`src/rtl/uart_pkg.sv`:
```
// Shared UART definitions: receiver state encoding, mode command characters and default line settings.
package uart_pkg;

    typedef enum logic [2:0] {
        IDLE,
        START,
        DATA,
        STOP,
        BREAK
    } rx_state_t;

    localparam logic [7:0] CMD_WATCH = 8'h21;
    localparam logic [7:0] CMD_SET   = 8'h40;
    localparam logic [7:0] CMD_ALARM = 8'h23;
    localparam logic [7:0] CMD_UART  = 8'h24;

    localparam int DEFAULT_CLK_FREQ = 50_000_000;
    localparam int DEFAULT_BAUD     = 115200;
    localparam int DEFAULT_OVS      = 16;

    // Clock cycles per oversample tick, truncated.
    function automatic int calc_div(input int clk_freq, input int baud, input int ovs);
        return clk_freq / (baud * ovs);
    endfunction

endpackage

```
`src/rtl/uart_rx_cmd_if.sv`:
```
// Receiver-side bundle: serial line in, recovered byte and status strobes out.
interface uart_rx_cmd_if;
    logic       rxd;
    logic [7:0] data;
    logic       rx_done;
    logic       frame_err;
    logic       busy;

    modport master (input rxd, output data, output rx_done, output frame_err, output busy);
    modport slave  (output rxd, input data, input rx_done, input frame_err, input busy);
endinterface

```
`src/rtl/baud_tick_gen.sv`:
```
// Oversample tick divider shared by the UART receiver and transmitter.
module baud_tick_gen
    import uart_pkg::*;
#(
    parameter int CLK_FREQ = DEFAULT_CLK_FREQ,
    parameter int BAUD     = DEFAULT_BAUD,
    parameter int OVS      = DEFAULT_OVS
) (
    input  logic clk,
    input  logic rst,
    input  logic clr,
    output logic tick
);
    localparam int DIV = calc_div(CLK_FREQ, BAUD, OVS);
    localparam int CW  = (DIV > 1) ? $clog2(DIV) : 1;
    localparam logic [CW-1:0] LAST = CW'(DIV - 1);

    logic [CW-1:0] cnt;

    // clr realigns the divider phase to the detected start edge.
    always_ff @(posedge clk or posedge rst) begin
        if (rst) begin
            cnt <= '0;
        end else if (clr || (cnt == LAST)) begin
            cnt <= '0;
        end else begin
            cnt <= cnt + CW'(1);
        end
    end

    assign tick = (cnt == LAST) && !clr;

endmodule

```
`src/rtl/uart_rx_cmd.sv`:
```
// 8N1 serial receiver with 16x oversampling; presents the last good byte for mode-command decoding.
module uart_rx_cmd
    import uart_pkg::*;
#(
    parameter int CLK_FREQ = DEFAULT_CLK_FREQ,
    parameter int BAUD     = DEFAULT_BAUD,
    parameter int OVS      = DEFAULT_OVS
) (
    input  logic          clk,
    input  logic          rst,
    uart_rx_cmd_if.master bus
);
    localparam int SCW = $clog2(OVS);
    localparam logic [SCW-1:0] SC_HALF = SCW'(OVS / 2 - 1);
    localparam logic [SCW-1:0] SC_LAST = SCW'(OVS - 1);

    rx_state_t      state;
    logic [1:0]     sync_q;
    logic           rxd_s;
    logic           tick;
    logic           clr;
    logic [SCW-1:0] sc;
    logic [2:0]     bit_idx;
    logic [7:0]     shreg;
    logic [7:0]     data_q;
    logic           rx_done_q;
    logic           frame_err_q;
    logic           busy_q;

    always_ff @(posedge clk or posedge rst) begin
        if (rst) begin
            sync_q <= 2'b11;
        end else begin
            sync_q <= {sync_q[0], bus.rxd};
        end
    end

    assign rxd_s = sync_q[1];
    assign clr   = (state == IDLE) && !rxd_s;

    baud_tick_gen #(
        .CLK_FREQ (CLK_FREQ),
        .BAUD     (BAUD),
        .OVS      (OVS)
    ) u_tick (
        .clk  (clk),
        .rst  (rst),
        .clr  (clr),
        .tick (tick)
    );

    // START samples half a bit in; later samples fall a full bit apart, i.e. mid-bit.
    always_ff @(posedge clk or posedge rst) begin
        if (rst) begin
            state       <= IDLE;
            sc          <= '0;
            bit_idx     <= '0;
            shreg       <= '0;
            data_q      <= '0;
            rx_done_q   <= 1'b0;
            frame_err_q <= 1'b0;
            busy_q      <= 1'b0;
        end else begin
            rx_done_q   <= 1'b0;
            frame_err_q <= 1'b0;
            case (state)
                IDLE: begin
                    if (!rxd_s) begin
                        state  <= START;
                        sc     <= '0;
                        busy_q <= 1'b1;
                    end
                end
                START: begin
                    if (tick) begin
                        if (sc == SC_HALF) begin
                            sc <= '0;
                            if (!rxd_s) begin
                                state   <= DATA;
                                bit_idx <= '0;
                            end else begin
                                state  <= IDLE;
                                busy_q <= 1'b0;
                            end
                        end else begin
                            sc <= sc + SCW'(1);
                        end
                    end
                end
                DATA: begin
                    if (tick) begin
                        if (sc == SC_LAST) begin
                            sc    <= '0;
                            shreg <= {rxd_s, shreg[7:1]};
                            if (bit_idx == 3'd7) begin
                                state <= STOP;
                            end else begin
                                bit_idx <= bit_idx + 3'd1;
                            end
                        end else begin
                            sc <= sc + SCW'(1);
                        end
                    end
                end
                STOP: begin
                    if (tick) begin
                        if (sc == SC_LAST) begin
                            sc <= '0;
                            if (rxd_s) begin
                                data_q    <= shreg;
                                rx_done_q <= 1'b1;
                                busy_q    <= 1'b0;
                                state     <= IDLE;
                            end else begin
                                frame_err_q <= 1'b1;
                                state       <= BREAK;
                            end
                        end else begin
                            sc <= sc + SCW'(1);
                        end
                    end
                end
                BREAK: begin
                    // A held-low line must return high before another start is accepted.
                    if (rxd_s) begin
                        state  <= IDLE;
                        busy_q <= 1'b0;
                    end
                end
                default: begin
                    state  <= IDLE;
                    busy_q <= 1'b0;
                end
            endcase
        end
    end

    assign bus.data      = data_q;
    assign bus.rx_done   = rx_done_q;
    assign bus.frame_err = frame_err_q;
    assign bus.busy      = busy_q;

endmodule

```
`src/flat_wrapper.sv`:
```
// flat-port wrapper written by rule: the top's interface ports become plain ports
module uart_rx_cmd_flat import uart_pkg::*;
#(
    parameter int CLK_FREQ = DEFAULT_CLK_FREQ,
    parameter int BAUD     = DEFAULT_BAUD,
    parameter int OVS      = DEFAULT_OVS
)
  (clk, rst, bus_rxd, bus_data, bus_rx_done, bus_frame_err, bus_busy);
  uart_rx_cmd_if bus_i ();
  input  logic clk;
  input  logic rst;
  input wire logic [$bits(bus_i.rxd)-1:0] bus_rxd;
  output wire logic [$bits(bus_i.data)-1:0] bus_data;
  output wire logic [$bits(bus_i.rx_done)-1:0] bus_rx_done;
  output wire logic [$bits(bus_i.frame_err)-1:0] bus_frame_err;
  output wire logic [$bits(bus_i.busy)-1:0] bus_busy;
  assign bus_i.rxd = bus_rxd;
  assign bus_data = bus_i.data;
  assign bus_rx_done = bus_i.rx_done;
  assign bus_frame_err = bus_i.frame_err;
  assign bus_busy = bus_i.busy;
  uart_rx_cmd #(.CLK_FREQ(CLK_FREQ), .BAUD(BAUD), .OVS(OVS)) u_core (.clk(clk), .rst(rst), .bus(bus_i));
endmodule
```
`config.mk`:
```
export PLATFORM = sky130hd
export DESIGN_NAME = uart_rx_cmd_flat
export DESIGN_NICKNAME = d
export VERILOG_FILES = /design/src/rtl/uart_pkg.sv /design/src/rtl/uart_rx_cmd_if.sv /design/src/rtl/baud_tick_gen.sv /design/src/rtl/uart_rx_cmd.sv /design/src/flat_wrapper.sv
export SDC_FILE = /design/constraint.sdc
export NUM_CORES = 1
export LEC_CHECK = 0
export BUFFER_PORTS_ARGS = -buffer_cell sky130_fd_sc_hd__buf_2
export CORE_ASPECT_RATIO = 1.75
export CORE_MARGIN = 5
export CORE_UTILIZATION = 60
export CTS_BUF_LIST = sky130_fd_sc_hd__clkbuf_8
export DETAILED_ROUTE_END_ITERATION = 7
export PLACE_DENSITY = 0.8
export SYNTH_ARGS = -nofsm -noshare
export SYNTH_HDL_FRONTEND = slang
export SYNTH_SLANG_ARGS = --single-unit
export TNS_END_PERCENT = 20
```
`constraint.sdc`:
```
create_clock -name clk -period 6.1 [get_ports clk]
set_clock_uncertainty 0.2 [all_clocks]
set_input_delay 0.61 -clock clk [delete_from_list [all_inputs] [get_ports clk]]
set_output_delay 0.61 -clock clk [all_outputs]
set_load 0.01 [all_outputs]
```
# == Word-level counts from Yosys, hierarchy flattened ==
# Index checks and enable logic that the tools add are counted.
# totals
ff_bits,36
elab_cells,90
out_inout_bits,11
inputBits,3
# classes
reduce_logical,15
bitwise_logic,1
n_eq_ne,20
n_mux,41
addsub,3
# ops
operator,count
3-bit two-way mux,16
4-bit two-way mux,5
"2-bit by 1-bit != test with 1-bit output, second input constant",9
3-bit one-hot mux with 5 select lines,1
1-bit two-way mux,14
4-bit one-hot mux with 3 select lines,1
9-bit AND reduction,1
4-bit AND reduction,2
7-bit AND reduction,1
"3-bit by 2-bit equality test with 1-bit output, second input constant",2
"3-bit equality test, second input constant",2
"2-bit != test, second input constant",3
3-bit one-hot mux with 2 select lines,1
6-bit AND reduction,1
"5-bit by 1-bit adder with 5-bit output, second input constant",1
"5-bit equality test, second input constant",1
5-bit two-way mux,1
1-bit one-hot mux with 5 select lines,1
"4-bit by 1-bit adder with 4-bit output, second input constant",1
"4-bit by 3-bit equality test with 1-bit output, second input constant",1
"4-bit equality test, second input constant",1
"3-bit by 1-bit adder with 3-bit output, second input constant",1
"3-bit by 1-bit equality test with 1-bit output, second input constant",1
3-bit zero test,1
other kinds (9),11

# == Longest topological paths before layout ==
# Gate-level depths: netlist (run 1).
# depth
depth_word,6
ltp_mapped,6

# == Hierarchy ==
# From an unflattened synthesis (run 1), not the netlist that was laid out.
# unflattened
cells_unflattened,146
area_unflattened_um2,1739.2
# by_module_without_submodules
mod,instances,cells_per_inst,area_each_um2,seq_area_each_um2
uart_rx_cmd,1,122,1460.2,778.2
baud_tick_gen,1,24,279.0,125.1

# == Least setup slack after synthesis (run 1) ==
# No wires, ideal clock.
# synth_path
path_type,register -> register
from,reg u_core.state[0]
to,reg u_core.bit_idx[0]
setup_slack_ns,3.930
arrival_ns,1.845
path_stages_with_launch,5
n_path_buf,0
path_cell_list,dfrtp_1 or3b_4 or3_1 a221o_1 mux2_4
# synth_between
elab_chain_len,6
# synth_rtl
item,line_no,rtl
start: declaration,uart_rx_cmd.sv:17,rx_state_t state;
start signal: assignment,uart_rx_cmd.sv:55,state <= IDLE;
start signal: assignment,uart_rx_cmd.sv:69,state <= START;
start signal: assignment,uart_rx_cmd.sv:79,state <= DATA;
3-bit zero test,uart_rx_cmd.sv:39,assign clr = (state == IDLE) && !rxd_s;
1-bit logical AND,uart_rx_cmd.sv:39,
1-bit zero test,baud_tick_gen.sv:31,assign tick = (cnt == LAST) && !clr;
1-bit logical AND,baud_tick_gen.sv:31,
2-bit by 1-bit != test with 1-bit output (no line),n/a,
7-bit AND reduction (no line),n/a,
end signal: assignment,uart_rx_cmd.sv:98,bit_idx <= bit_idx + 3'd1;
end: declaration,uart_rx_cmd.sv:23,logic [2:0] bit_idx;
# Parallel ways exist; a longest one is shown, timed or not.
# A chain may end at the register's enable or synchronous reset.

# == Worst setup path in the final report (run 1) ==
# layout_path
from,reg u_core.state[1]
to,reg u_core.bit_idx[0]
# The elaborated chain is that of the path after synthesis.

==> results.md, run 1 <==
* Status: complete, no violations
* Cts repair resizes at 0
* Type of the worst min-delay path: flop to flop
* Tcrit/Tclk final at 39.3%
* CTS HTree Levels at 2
* Worst-skew pair later-pin latency at 280 ps
* Commonest non-fill, non-tap cell in the layout: dfrtp_1
* Vias in the first global route at 1101
* Area of the core at 2520 µm²
* Finish-stage setup viols at 0
* Switch Pwr at 0.0817 mW
* Leading area contributor after synthesis: dfrtp_1
* Max Cap Viol at 0
* Register area share after synthesis at 56.4%
* CP endpoint kind: flop
* Grt ovf at 0
* DR pass1 iterations at 4
* Sequential share of power at 58.5%
* Clock power share at 40.0%
* Clock period minus final worst setup slack at 2400 ps
* Post-Syn Area at 1600 µm²
* Slew Limit Fails at 0
* Setup tns final at 0 ps
* Pint at 0.330 mW
* Slew HR at 55.7%
* Multi-input gate area at 658 µm²
* Row cnt at 24
* Fillers at 189
* Via Count at 1033
* Starting Density at 63.5%
* Gr usage total at 16.1%
* Top-area cell type share of the netlist area at 53.1%
* CP Launch Type: flop
* Netlist cell types at 37
* Fmax at 0.417 GHz
* WP data required at 6070 ps
* WHS at 151 ps
* CTS Buffer Depth at 2
* R2R cell count at 4
* Final Util at 70.8%
* Clk sink count at 36
* RePlAce Congestion at 0.859
* Drt wl/cell at 15.5 µm
* Seq cells post-synth at 36
* Sw Ratio at 19.9%
* CTS Hold Bufs at 0
* Root Driver: clkbuf_8
* Hpwl dp at 1960 µm
* Unrepaired setup endpoints after global routing: no
* Top cells by area, synth: dfrtp_1 53%, mux2_2 12%, ha_1 3.9%, dfstp_2 3.3%, nor2_1 3.0%
* N_diodes at 0
* Hold Path Depth at 0
* CTS buffer count at 5
* Final hold vios at 0
* Mapped Nets at 139
* Initial antenna violation count at 0
* Layout Nets at 157
* Most frequent cells in the layout: 34 x dfrtp_1, 17 x mux2_2, 13 x nor2_1, 13 x buf_2, 10 x inv_1
* Largest net degree at the start of global routing at 37
* Arrival time at the worst endpoint at 2370 ps
* Storage cell area at 903 µm²
* Die height at 78.4 µm
* Port Buf Inserts at 13
* Die ar. at 3850 µm²
* Detailed Route WL at 2730 µm
* IO Pins at 14
* Clock transition at path regs at 70 ps
* VDD IR max at 0.000243 V
* Cell count after synthesis at 131
* Die W at 49.1 µm
* Via density at 5.87
* Comb power frac at 1.5%
* CTS tree: yes
* # Post-CTS Setup Buffers at 0
* Crit path max fanout at 13
* Number of DRC markers in iteration 0 at 24
* Ratio of cells with drive above 1 in the final layout at 28.0%
* Avg Cell Area, Syn at 12.2 µm²
* DRC at 0
* Leakage power at 0.882 nW
* Yosys warning total at 0
* Layout area overhead at 11.5%
* Post-route ant nets at 0
* Slew @ Worst Pin at 661 ps
* PwrDens at 230 nW/µm²
* First-pass GRT wire length at 4820 µm
* Crit Path Category: flop to flop
-- final timing paths --
| kind | from | slack [ps] | end |
|---|---|---|---|
| max in group asynchronous | rst | 5130 | u_core.sync_q[0]$_DFF_PP1_ |
| hold / removal | u_core.sync_q[0]$_DFF_PP1_ | 150 | u_core.sync_q[1]$_DFF_PP1_ |
| min in group asynchronous | rst | 220 | u_core.u_tick.cnt[3]$_DFF_PP0_ |
| setup / recovery | u_core.state[1]$_DFFE_PP0P_ | 3700 | u_core.bit_idx[0]$_DFFE_PP0P_ |
| hold reg to reg | u_core.sync_q[0]$_DFF_PP1_ | 150 | u_core.sync_q[1]$_DFF_PP1_ |
| setup reg to reg | u_core.state[1]$_DFFE_PP0P_ | 3700 | u_core.bit_idx[0]$_DFFE_PP0P_ |
-- layout make-up --
type | instances | share of cell area, %
Clock inverter | 2 | 0.420
Multi-Input combinational cell | 84 | 36.8
Tap cell | 26 | 1.82
Clock buffer | 6 | 4.62
Inverter | 8 | 1.68
Timing Repair Buffer | 14 | 4.06
Sequential cell | 36 | 50.6
-- flip-flops by register name, indices dropped and copies added, names as in the netlist, 2 cells and up --
name,cells
u_core.bit_idx,3
u_core.bus.data,8
u_core.sc,4
u_core.shreg,8
u_core.state,3
u_core.sync_q,2
u_core.u_tick.cnt,5
-- stage by stage --
stage | area [µm²] | setup WS, ps | total power [mW] | instances
floorplan | 1600 | 3930 | 0.249 | 131
global placement | 1700 | 3740 | 0.251 | 168
detailed placement | 1700 | 3720 | 0.252 | 168
CTS | 1790 | 3690 | 0.415 | 176
global route | 1790 | 3560 | 0.433 | 176
finish | 1790 | 3700 | 0.411 | 176
-- kinds of logic (layout without fill, tap and decap cells) --
logic type      count (synthesis)  after routing  share of synthesized area (%)
xor+xnor                        4              4                           2.19
simple gates                   39             39                           13.3
mux                            22             22                           15.4
buf+inv                        11             30                           2.58
fa+ha+maj                       6              6                           4.53
compound gates                 13             13                           5.70
flops                          36             36                           56.4
-- Yosys cell counts --
cell type,instances
a211oi_1,1
a21oi_1,4
a221o_1,1
a22o_1,1
a311oi_1,1
a32oi_1,1
and3_1,1
and4_1,1
buf_1,1
clkbuf_1,2
dfrtp_1,34
dfstp_2,2
ha_1,5
inv_1,8
maj3_1,1
mux2_2,17
mux2_4,1
mux2i_1,4
nand2_1,5
nand2b_1,2
nand3_1,5
nand3b_1,1
nand4_1,1
nand4b_1,1
nor2_1,13
nor2b_1,2
nor3_2,1
nor3b_1,3
o21ai_0,1
o22ai_1,1
o2bb2ai_1,1
o31ai_1,1
or3_1,1
or3b_4,1
or4_1,1
xnor2_1,2
xor2_1,2
-- critical path: stages, from the launching register on --
cell	delay, ps
dfrtp_1	570
or3b_4	450
or3_1	350
a221o_1	400
mux2_4	320
-- metal layers --
metal	GRT usage, %	part of all wire, %	up-vias
met5	0	0	-
met4	8.09	2.1	0
met3	3.41	3.2	5
met2	28.8	56	25
met1	17.3	39	512
li1	-	-	491
-- power groups by stage --
stage	clock (mW)	sequential, mW	combinational [mW]
after floorplan	0	0.244	0.00471
after global placement	0	0.245	0.00613
after detailed placement	0	0.245	0.00647
after CTS	0.168	0.241	0.00649
after global routing	0.185	0.241	0.00738
final	0.165	0.241	0.00607
(Power assumes the default switching activity.)
==> run 2, diff against run 1 <==
Clock period 6.1 ns to 2.5 ns, I/O delays scaled along.
==> run 2 against run 1 <==
  * Fmax rose by 5.4%
  * Count of clock-buffer cells in the layout did not move
  * Non-clock buffer count rose by 7
  * Core utilization rose by 2.4 points
  * Final area rose by 3.4%
  * Final cell count rose by 4.0%
  * Power rose by 150%
  * Clock power rose to 2.5 times the previous value
  * Critical path type unchanged
  * Highest routed layer unchanged
==> results.md, run 2 (synthesis results as in run 1) <==
* Status: complete, no violations
* Ratio of cells with drive above 1 in the final layout at 31.2% (+3.2 points)
* CTS tree: yes
* Fin area at 1850 µm² (+3.4%)
* # Post-CTS Setup Buffers at 0 (unchanged)
* CTS HTree Levels at 2 (unchanged)
* Final non-filler cell total at 183 (+4.0%)
* CTS buffer count at 5 (unchanged)
* Final Util at 73.2% (+2.4 points)
* Die height at 78.4 µm (unchanged)
* Final hold vios at 0 (unchanged)
* Reg2reg setup slack at 220 ps (-3480 ps)
* Via Count at 1068 (+3.4%)
* Worst-skew pair later-pin latency at 290 ps (about the same)
* Unrepaired setup endpoints after global routing: no
* CP Launch Type: flop
* PwrDens at 551 nW/µm² (+140%)
* Die ar. at 3850 µm² (unchanged)
* CP endpoint kind: flop
* Via density at 5.84 (-0.57%)
* First-pass GRT wire length at 5070 µm (+5.3%)
* Tcrit/Tclk final at 91.0% (+52 points)
* Layout Nets at 164 (+4.5%)
* Clk sink count at 36 (unchanged)
* Clock transition at path regs at 70 ps (about the same)
* Gr usage total at 16.7% (+0.61 points)
* Number of DRC markers in iteration 0 at 25 (+4.2%)
* Initial antenna violation count at 0 (unchanged)
* DR pass1 iterations at 4 (unchanged)
* Area of the core at 2520 µm² (unchanged)
* Fillers at 180 (-4.8%)
* Max Cap Viol at 0 (unchanged)
* Post-route ant nets at 0 (unchanged)
* Final setup margin at 225 ps (-3480 ps)
* Setup crit start: u_core.state[0]$_DFFE_PP0P_
* Row cnt at 24 (unchanged)
* Type of the worst min-delay path: flop to flop
* VDD IR max at 0.000445 V (+83%)
* Die W at 49.1 µm (unchanged)
* Drt wl/cell at 15.3 µm (-1.0%)
* Slew @ Worst Pin at 446 ps (-216 ps)
* Detailed Route WL at 2810 µm (+2.9%)
* N_diodes at 0 (unchanged)
* Reg2reg end: u_core.bit_idx[0]$_DFFE_PP0P_
* WHS at 158 ps (+6.95 ps)
* R2R cell count at 4 (unchanged)
* Setup WS pre-CTS at 256 ps (-3460 ps)
* Crit Path Category: flop to flop
* WP data required at 2470 ps (-3600 ps)
* Crit path max fanout at 8 (-5)
* RR Startpoint: u_core.state[0]$_DFFE_PP0P_
* Root Driver: clkbuf_8
* Leakage power at 0.912 nW (+3.4%)
* DRC at 0 (unchanged)
* Critical Path Sink: u_core.bit_idx[0]$_DFFE_PP0P_
* Placed cells at 173 (+3.0%)
* IO Pins at 14 (unchanged)
* Vias in the first global route at 1158 (+5.2%)
* Grt ovf at 0 (unchanged)
* Placed cell area at 1730 µm² (+2.2%)
* CTS Buffer Depth at 2 (unchanged)
* Hpwl dp at 2080 µm (+6.1%)
* Setup tns final at 0 ps (unchanged)
* Slew HR at 70.0% (+14 points)
* Port Buf Inserts at 13 (unchanged)
* Slew Limit Fails at 0 (unchanged)
* Layout area overhead at 15.2%
* Most frequent cells in the layout: 34 x dfrtp_1, 17 x mux2_2, 13 x nor2_1, 13 x buf_2, 8 x inv_1
* Arrival time at the worst endpoint at 2250 ps (-120 ps)
* Clock period minus final worst setup slack at 2280 ps (-123 ps)
* Commonest non-fill, non-tap cell in the layout: dfrtp_1
* Cts repair resizes at 0 (unchanged)
* Power Total at 1.02 mW (+150%)
* Starting Density at 63.5% (unchanged)
* Finish-stage setup viols at 0 (unchanged)
* RePlAce Congestion at 0.765 (-11%)
* Fmax at 0.440 GHz (+5.4%)
* Largest net degree at the start of global routing at 37 (unchanged)
[run 2: cell count changes in the layout (fill, tap and decap cells not counted)]
cell           previous run  this run
buf_4                     1         6
dlygate4sd3_1             0         2
clkinv_2                  0         2
inv_1                    10         8
[run 2: worst max-delay path, stage by stage (launching register included)]
cell,delay (ps)
dfrtp_1,450
or3b_4,440
or3_1,350
a221o_1,400
mux2_4,320
[run 2: worst min path at each step]
stage / to / slack [ps] / start / depth (start not counted)
final: u_core.sync_q[1]$_DFF_PP1_ / 160 / u_core.sync_q[0]$_DFF_PP1_ / 0
after global routing: u_core.sync_q[1]$_DFF_PP1_ / 160 / u_core.sync_q[0]$_DFF_PP1_ / 0
after CTS: u_core.sync_q[1]$_DFF_PP1_ / 160 / u_core.sync_q[0]$_DFF_PP1_ / 0
after detailed placement: u_core.sync_q[1]$_DFF_PP1_ / 150 / u_core.sync_q[0]$_DFF_PP1_ / 0
after global placement: u_core.sync_q[1]$_DFF_PP1_ / 150 / u_core.sync_q[0]$_DFF_PP1_ / 0
after floorplan: u_core.sync_q[0]$_DFF_PP1_ / 50 / bus_rxd / 0
[run 2: layout make-up]
type                            instances  area [µm²]  area share [%]
Inverter                                8        30.0            1.63
Clock buffer                            6        82.6            4.47
Timing Repair Buffer                   21         130            7.05
Sequential cell                        36         903            48.9
Multi-Input combinational cell         84         658            35.6
Clock inverter                          2        10.0           0.542
Tap cell                               26        32.5            1.76
[run 2: what timing repair did]
action,in CTS,in global routing
hold buffers,2,0
setup endpoints to repair,0,0
hold endpoints to repair,35,0
[run 2: power by group]
part / total [mW] / internal [mW] / switching, mW
combinational: 0.0173 / 0.00480 / 0.0126
clock: 0.413 / 0.219 / 0.193
sequential: 0.588 / 0.585 / 0.00219
[run 2: layer usage]
layer | vias to the layer above | wire, µm | global-route usage [%]
li1 | 508 | - | -
met1 | 523 | 1070 | 17.7
met2 | 31 | 1570 | 29.1
met3 | 6 | 99 | 4.17
met4 | 0 | 64 | 9.70
met5 | - | 0 | 0
==> run 3, diff against run 2 <==
Settings changed: BUFFER_PORTS_ARGS -buffer_cell sky130_fd_sc_hd__buf_2 to unset, CORE_UTILIZATION 60 to 40, DONT_BUFFER_PORTS set to 1, PLACE_DENSITY 0.8 to 0.65.
==> run 3 against run 2 <==
  * Final area decreased by 2.8%
  * Wire length shrank 1.3%
  * Hold slack worse by 2.3 ps
  * Clock power decreased by 10%
  * Critical path depth unchanged
  * Critical endpoint unchanged
  * Sequential cell count stayed put
  * Power decreased by 4.3%
  * First-iteration DRC count fell by 20%
  * Sequential power about the same
  * Global-route usage shrank 4.6 points
  * Non-clock buffer count decreased by 13
  * Highest routed layer unchanged
  * Worst setup slack better by 18 ps
==> results.md, run 3 (synthesis results as in run 1) <==
* Status: complete, no violations
* Clock transition at path regs at 60 ps (about the same)
* Fmax at 0.443 GHz (+0.81%)
* Largest net degree at the start of global routing at 37 (unchanged)
* DR pass1 iterations at 4 (unchanged)
* CP max stage cell: dfrtp_1
* Number of DRC markers in iteration 0 at 20 (-20%)
* Met2 GRT Util at 19.9% (-9.2 points)
* N_diodes at 0 (unchanged)
* RePlAce Congestion at 0.764 (-0.17%)
* Most frequent cells in the layout: 34 x dfrtp_1, 17 x mux2_2, 13 x nor2_1
* Layout area overhead at 11.9%
* Grt ovf at 0 (unchanged)
* Comb power frac at 1.6% (about the same)
* CP top delay family: simple AND/OR/NAND/NOR gates
* Slew HR at 64.1% (-5.9 points)
* Unrepaired setup endpoints after global routing: no
* Drt wl/cell at 14.5 µm (-5.5%)
* Row cnt at 30 (+25%)
* Die W at 57.9 µm (+18%)
* Power Total at 0.974 mW (-4.3%)
* CTS HTree Levels at 2 (unchanged)
* IO Pins at 14 (unchanged)
* Commonest non-fill, non-tap cell in the layout: dfrtp_1
* Worst-skew pair later-pin latency at 280 ps (about the same)
* Port Buf Inserts at 0 (-13)
* Ratio of cells with drive above 1 in the final layout at 23.8% (-7.4 points)
* CP Cell Sequence: or3b_4 -> or3_1 -> a221o_1 -> mux2_4
* CP endpoint kind: flop
* First-pass GRT wire length at 5020 µm (-1.1%)
* Type of the worst min-delay path: flop to flop
* Clock power share at 38.0% (-2.5 points)
* Post-route ant nets at 0 (unchanged)
* Clock period minus final worst setup slack at 2260 ps (-18.2 ps)
* CTS Buffer Depth at 2 (unchanged)
* Sw Ratio at 20.5% (+0.046 points)
* Crit path max fanout at 8 (unchanged)
* Switch Pwr at 0.199 mW (-4.1%)
* Clk sink count at 36 (unchanged)
* Leakage power at 0.840 nW (-7.9%)
* CP Launch Type: flop
* Die ar. at 5420 µm² (+41%)
* Hpwl dp at 1990 µm (-4.7%)
* Slew Limit Fails at 0 (unchanged)
* Vias in the first global route at 1094 (-5.5%)
* Via density at 5.37 (-8.0%)
* Sequential share of power at 60.4% (+2.7 points)
* CTS buffer count at 5 (unchanged)
* Finish-stage setup viols at 0 (unchanged)
* Pint at 0.774 mW (-4.4%)
* Die height at 93.7 µm (+20%)
* Final hold vios at 0 (unchanged)
* Root Driver: clkbuf_8
* Gr usage total at 12.1% (-4.6 points)
* Layout Nets at 151 (-7.9%)
* Top Usage Layer GRT: met2
* Detailed Route WL at 2770 µm (-1.3%)
* Cts repair resizes at 0 (unchanged)
* Slew @ Worst Pin at 534 ps (+88.3 ps)
* PwrDens at 543 nW/µm² (-1.5%)
* Starting Density at 41.5% (-22 points)
* Tcrit/Tclk final at 90.3% (-0.73 points)
* DRC at 0 (unchanged)
* Setup tns final at 0 ps (unchanged)
* Area of the core at 3870 µm² (+53%)
* WP buf/inv at 0 (unchanged)
* Arrival time at the worst endpoint at 2220 ps (-30 ps)
* CP max stage delay at 450 ps (about the same)
* Crit Path Category: flop to flop
* WP data required at 2470 ps (about the same)
* Met3 Use GR at 3.85% (-0.32 points)
* Via Count at 1025 (-4.0%)
* VDD IR max at 0.000499 V (+12%)
* Max Cap Viol at 0 (unchanged)
* M1 GR Usage at 13.0% (-4.7 points)
* Initial antenna violation count at 0 (unchanged)
* CTS tree: yes
[run 3: cell type report]
| type | count | area (µm²) |
|---|---|---|
| multi-input cells | 84 | 658 |
| repair buffers | 8 | 65.1 |
| clock inverters | 2 | 8.76 |
| flip-flops and latches | 36 | 903 |
| clock buffers | 5 | 68.8 |
| fillers | 363 | 2070 |
| inverters | 8 | 30.0 |
| well taps | 48 | 60.1 |
[run 3: per-stage QoR]
step	hold slack, ps	worst slack (ps)	cells	instance area [µm²]	utilization [%]
after detailed placement	54.6	253	182	1700	43.9
after global placement	54.6	287	182	1700	43.9
final	156	243	191	1790	46.4
after CTS	157	254	191	1790	46.4
after floorplan	54.5	330	131	1600	-
after global routing	160	192	191	1790	46.4
[run 3: path summary, 6_finish.rpt]
kind | to | slack, ps | start | depth (start not counted)
max | u_core.bit_idx[0]$_DFFE_PP0P_ | 240 | u_core.state[0]$_DFFE_PP0P_ | 4
max reg2reg | u_core.bit_idx[0]$_DFFE_PP0P_ | 240 | u_core.state[0]$_DFFE_PP0P_ | 4
min reg2reg | u_core.sync_q[1]$_DFF_PP1_ | 160 | u_core.sync_q[0]$_DFF_PP1_ | 0
min in group asynchronous | u_core.bus.data[1]$_DFFE_PP0P_ | 300 | rst | 3
min | u_core.sync_q[1]$_DFF_PP1_ | 160 | u_core.sync_q[0]$_DFF_PP1_ | 0
max in group asynchronous | u_core.sync_q[1]$_DFF_PP1_ | 1450 | rst | 3
[run 3: what timing repair did]
item,in CTS,in global routing
setup buffers,0,0
hold endpoints to repair,35,0
hold buffers,2,0
[run 3: power groups by stage]
stage,Sequential [mW],Combinational (mW),Clock (mW)
final,0.588,0.0159,0.370
after global routing,0.587,0.0192,0.416
after CTS,0.587,0.0171,0.389
after detailed placement,0.599,0.0147,0
after global placement,0.599,0.0139,0
after floorplan,0.596,0.0115,0
[run 3: routing by layer]
layer | vias up | wire length, µm
met3 | 7 | 156
li1 | 486 | -
met1 | 503 | 1020
met2 | 29 | 1510
met5 | - | 0
met4 | 0 | 87
